$ cat src/rtl/countdown_timer.sv
// -----------------------------------------------------------------------------
// countdown_timer
//
// Programmable down-counter. A rising edge on the start button loads the
// switch value into the count. While running, the count decrements once every
// TICK_DIV clock cycles. When the count reaches zero the block raises o_expire
// for one cycle and parks in DONE. The pause button freezes and resumes the
// count. LEDR shows the current count.
//
// Optional feature (compile-time macro COUNTDOWN_AUTO_RELOAD_EN):
//   When this macro is defined and a running count expires, the count reloads
//   from i_load_val on the same edge and the block stays in RUN. o_expire still
//   pulses. If i_load_val is zero at that moment, the block enters DONE as usual.
//
// Parameters:
//   WIDTH    - width of the count, the load value and LEDR
//   TICK_DIV - clock cycles per decrement tick (must be >= 2)
//   PRESC_W  - prescaler width (2**PRESC_W must exceed TICK_DIV)
//
// Ports:
//   i_clk      - system clock; all logic uses its rising edge
//   i_rst      - synchronous, active-high reset
//   i_start    - start/restart button level (pre-synchronised); rising edge acts
//   i_pause    - pause/resume button level (pre-synchronised); rising edge acts
//   i_load_val - value loaded on start
//   LEDR       - current count (registered)
//   o_busy     - high in RUN or PAUSE
//   o_done     - high while in DONE
//   o_expire   - one-cycle pulse on each expiry
//   o_tick     - one-cycle pulse after each decrement tick in RUN
// -----------------------------------------------------------------------------
module countdown_timer #(
  parameter int WIDTH    = 4,
  parameter int TICK_DIV = 25000000,
  parameter int PRESC_W  = 32
) (
  input  logic             i_clk,
  input  logic             i_rst,
  input  logic             i_start,
  input  logic             i_pause,
  input  logic [WIDTH-1:0] i_load_val,
  output logic [WIDTH-1:0] LEDR,
  output logic             o_busy,
  output logic             o_done,
  output logic             o_expire,
  output logic             o_tick
);

`ifdef COUNTDOWN_AUTO_RELOAD_EN
  localparam bit AUTO_RELOAD = 1'b1;
`else
  localparam bit AUTO_RELOAD = 1'b0;
`endif

  localparam logic [PRESC_W-1:0] PRESC_LAST = PRESC_W'(TICK_DIV - 1);
  localparam logic [WIDTH-1:0]   COUNT_ONE  = WIDTH'(1);

  typedef enum logic [1:0] {
    S_IDLE  = 2'd0,
    S_RUN   = 2'd1,
    S_PAUSE = 2'd2,
    S_DONE  = 2'd3
  } state_t;

  state_t             state;
  logic [WIDTH-1:0]   count;
  logic [PRESC_W-1:0] presc;
  logic               start_prev;
  logic               pause_prev;
  logic               expire_r;
  logic               tick_r;

  logic start_edge;
  logic pause_edge;
  logic tick;
  logic load_zero;

  // The prev registers reset high, so a button that is already held when
  // reset releases must be released and pressed again before it acts.
  assign start_edge = i_start & ~start_prev;
  assign pause_edge = i_pause & ~pause_prev;
  assign tick       = (state == S_RUN) && (presc == PRESC_LAST);
  assign load_zero  = (i_load_val == '0);

  always_ff @(posedge i_clk) begin
    if (i_rst) begin
      state      <= S_IDLE;
      count      <= '0;
      presc      <= '0;
      start_prev <= 1'b1;
      pause_prev <= 1'b1;
      expire_r   <= 1'b0;
      tick_r     <= 1'b0;
    end else begin
      start_prev <= i_start;
      pause_prev <= i_pause;
      expire_r   <= 1'b0;
      tick_r     <= 1'b0;

      if (start_edge) begin
        // A restart overrides a pending pause or tick in the same cycle.
        count <= i_load_val;
        presc <= '0;
        if (load_zero) begin
          state    <= S_DONE;
          expire_r <= 1'b1;
        end else begin
          state    <= S_RUN;
        end
      end else begin
        case (state)
          S_RUN: begin
            if (tick) begin
              presc  <= '0;
              tick_r <= 1'b1;
              if (count == COUNT_ONE) begin
                expire_r <= 1'b1;
                if (AUTO_RELOAD && !load_zero) begin
                  count <= i_load_val;
                  if (pause_edge) begin
                    state <= S_PAUSE;
                  end
                end else begin
                  // Expiry wins over a simultaneous pause.
                  count <= '0;
                  state <= S_DONE;
                end
              end else begin
                count <= count - COUNT_ONE;
                if (pause_edge) begin
                  state <= S_PAUSE;
                end
              end
            end else begin
              presc <= presc + PRESC_W'(1);
              if (pause_edge) begin
                state <= S_PAUSE;
              end
            end
          end
          S_PAUSE: begin
            // The count and the prescaler stay frozen, so counting resumes
            // mid-period rather than restarting the tick interval.
            if (pause_edge) begin
              state <= S_RUN;
            end
          end
          default: begin
            // IDLE and DONE only leave on a start edge, handled above.
          end
        endcase
      end
    end
  end

  assign LEDR     = count;
  assign o_busy   = (state == S_RUN) || (state == S_PAUSE);
  assign o_done   = (state == S_DONE);
  assign o_expire = expire_r;
  assign o_tick   = tick_r;

endmodule

$ cat config.mk
export PLATFORM = sky130hd
export DESIGN_NAME = countdown_timer
export DESIGN_NICKNAME = d
export VERILOG_FILES = /design/src/rtl/countdown_timer.sv
export SDC_FILE = /design/constraint.sdc
export NUM_CORES = 1
export LEC_CHECK = 0
export ABC_AREA = 1
export CAP_MARGIN = 20
export CORE_ASPECT_RATIO = 0.8
export CORE_MARGIN = 3
export CORE_UTILIZATION = 59
export DETAILED_ROUTE_END_ITERATION = 10
export PLACE_DENSITY = 0.83
export SLEW_MARGIN = 20
export SYNTH_ARGS = -nofsm -noshare
export SYNTH_HDL_FRONTEND = slang
export SYNTH_SLANG_ARGS = --single-unit
$ cat constraint.sdc
create_clock -name i_clk -period 1.9 [get_ports i_clk]
set_input_delay 0.38 -clock i_clk [delete_from_list [all_inputs] [get_ports i_clk]]
set_output_delay 0.38 -clock i_clk [all_outputs]
set_load 0.03 [all_outputs]
==> reports/summary.txt <==
status - finished, final reports clean
Tightest Pin Transition - 0.470 ns
Worst EP arrival - 1.47 ns
DR vias - 2623
chip width - 79.8 um
CP Class - register to output pin
Clock Sinks - 42
CP bufs+invs - 1
Pre-Repair DR Iteration Count - 6
WL/cell - 14.2 um
share of layout cells above drive strength 1 - 0.116
CTS Hold Bufs - 0
CTS Buf Count - 5
final hold violations - 0
fmax - 0.541 GHz
Max Root-Sink Buffers - 2
Yosys reg bits - 42
Mapped Area - 0.00257 sq mm
first-iteration detailed-routing DRC count - 307
Ant. Diodes - 0
pre-CTS setup slack - -0.131 ns
H-tree lvl count - 2
total power - 0.00180 W
routed vias/inst - 5.58
post-synthesis async set-or-reset flop share - 0
minimum clock period - 1.85 ns
fillers - 361
final wirelength - 6.68 mm
Final Max Slew Viols - 0
Final Setup Violations - 0
EDFF count, synth - 0
PortBufs - 15
Worst Hold Class - register to register
Synth Flop Type - dfxtp_1
Max Cap Viol - 0
part of the Yosys area used for sequential elements - 0.327
Die Span Y - 65.1 um
crit-path cells - clkdlybuf4s50_1
Synth Net Count - 404
CP endpoint kind - output pin
Synth area leader - dfxtp_1
leakage - 1.07 nW
Initial Util - 0.643
relative slew slack - 0.684
vias in the first global route - 2341
largest net degree at the start of global routing - 13
top cells by count, synth - nand2_1 (83), nor2_1 (75), inv_1 (46)
most common cell in the synthesized netlist - nand2_1
Tcrit/Tclk final - 0.972
Area Growth Syn to Fin - 13.1%
Cell variety after synth - 32
area of the die - 0.00520 sq mm
first-pass GRT wire length - 11.3 mm
CP top delay family - buffers and inverters
CTS resizes - 2
Final #Nets - 428
Max stage delay on crit path - 0.71 ns
CP max-delay cell - clkdlybuf4s50_1
Worst-Skew Late Latency - 0.30 ns
crit start category - register
CP max FO - 6
Post-CTS Setup Inserts - 0
Synth Warn # - 0
CP required - 1.52 ns
row cnt - 20
DRT antenna net count - 0
Worst-path clk slew - 0.08 ns
Synth Area per Inst - 6.60 sq um
Max VDD drop - 0.000386 V
IO Pins - 16
PnR worst setup slack - 0.0532 ns
Tot GR Track Use - 0.282
antenna violations before repair - 0
CTS root buffer - clkbuf_8
Syn Inst Count - 390
total grt overflow - 0
core box area - 0.00400 sq mm
Power Density - 618 mW/mm^2
TNS Setup - 0 ns
top cell type's share of synthesized area - 0.327
top cells by area, synth - dfxtp_1 (33%), nand2_1 (12%), nor2_1 (11%)
post-detail-place hpwl - 5.15 mm
DRC - 0
TritonCTS clock tree - done
GPL Wtd Cong - 0.972
Clock Skews - 0.00759 ns
RSZ-0062 raised after global routing - no
==> path summary, 6_finish.rpt <==
check / endpoint / cells after the start / from / slack (ns)
hold reg to reg: LEDR[1] / 2 / LEDR[1] / 0.48
setup / recovery: LEDR[0] / 1 / LEDR[0] / 0.05
setup reg to reg: o_tick / 7 / state[1] / 0.16
hold / removal: LEDR[1] / 2 / LEDR[1] / 0.48
==> final cells by class <==
| class | instances | area [sq um] | share of cell area |
|---|---|---|---|
| clock buffer | 7 | 86.3 | 0.0297 |
| clock inverter | 1 | 5.00 | 0.00172 |
| tap | 55 | 68.8 | 0.0236 |
| sequential | 42 | 841 | 0.289 |
| inverter | 52 | 201 | 0.0692 |
| multi-input combinational | 292 | 1510 | 0.518 |
| timing repair buffer | 21 | 201 | 0.0692 |
==> flip-flops by register name, summed over array words and instances, names as in the netlist <==
signal / cells
LEDR: 4
o_expire: 1
o_tick: 1
pause_prev: 1
presc: 32
start_prev: 1
state: 2
==> where the power goes <==
group          total [W]  internal, W  switching, W
registers       0.000922     0.000899     0.0000228
clock network   0.000616     0.000294      0.000323
logic           0.000261    0.0000967      0.000164
total            0.00180      0.00129      0.000510
==> cells by family (layout without fill, tap and decap cells) <==
logic type | count (synthesis) | after routing | synth area share
AO/OA/AOI/OAI | 31 | 31 | 0.0651
XOR/XNOR | 13 | 13 | 0.0442
adder cells (fa/ha/maj) | 6 | 6 | 0.0292
buffers and inverters | 56 | 81 | 0.0899
flip-flops | 42 | 42 | 0.327
AND/OR/NAND/NOR | 242 | 242 | 0.445
==> routing by layer <==
metal,track usage,vias up,share of wire
met5,0,-,0
met4,0.0907,0,0.020
met2,0.402,144,0.42
li1,-,1289,-
met3,0.0556,16,0.10
met1,0.422,1174,0.46
==> cell usage in the layout, fill, tap and decap left out, types with 3 or more instances in the layout <==
| cell type | Yosys | layout |
|---|---|---|
| ha_1 | 6 | 6 |
| clkdlybuf4s50_1 | 0 | 13 |
| xnor2_1 | 3 | 3 |
| a21oi_1 | 14 | 14 |
| dfxtp_1 | 42 | 42 |
| nand2_2 | 5 | 5 |
| buf_4 | 1 | 5 |
| xor2_1 | 10 | 10 |
| nor2_4 | 6 | 6 |
| clkbuf_8 | 0 | 6 |
| inv_1 | 46 | 46 |
| nor2_1 | 75 | 75 |
| nor3_1 | 19 | 18 |
| nor3_2 | 4 | 5 |
| o21ai_0 | 7 | 7 |
| nand2_1 | 83 | 83 |
| inv_2 | 4 | 4 |
| nor2_2 | 6 | 6 |
| o21ai_1 | 5 | 5 |
| nor4_1 | 3 | 3 |
| nand3_1 | 26 | 26 |
| nand4_1 | 9 | 9 |
==> metrics by stage <==
stage	std cells	util	hold slack (ns)	area (sq um)
2_1_floorplan	390	-	0.449	2570
3_3_place_gp	462	0.703	0.459	2820
3_5_place_dp	462	0.703	0.473	2820
4_1_cts	470	0.726	0.486	2910
5_1_grt	470	0.727	0.523	2910
6_report	470	0.727	0.482	2910
No activity file was read; power rests on OpenSTA's default activity.
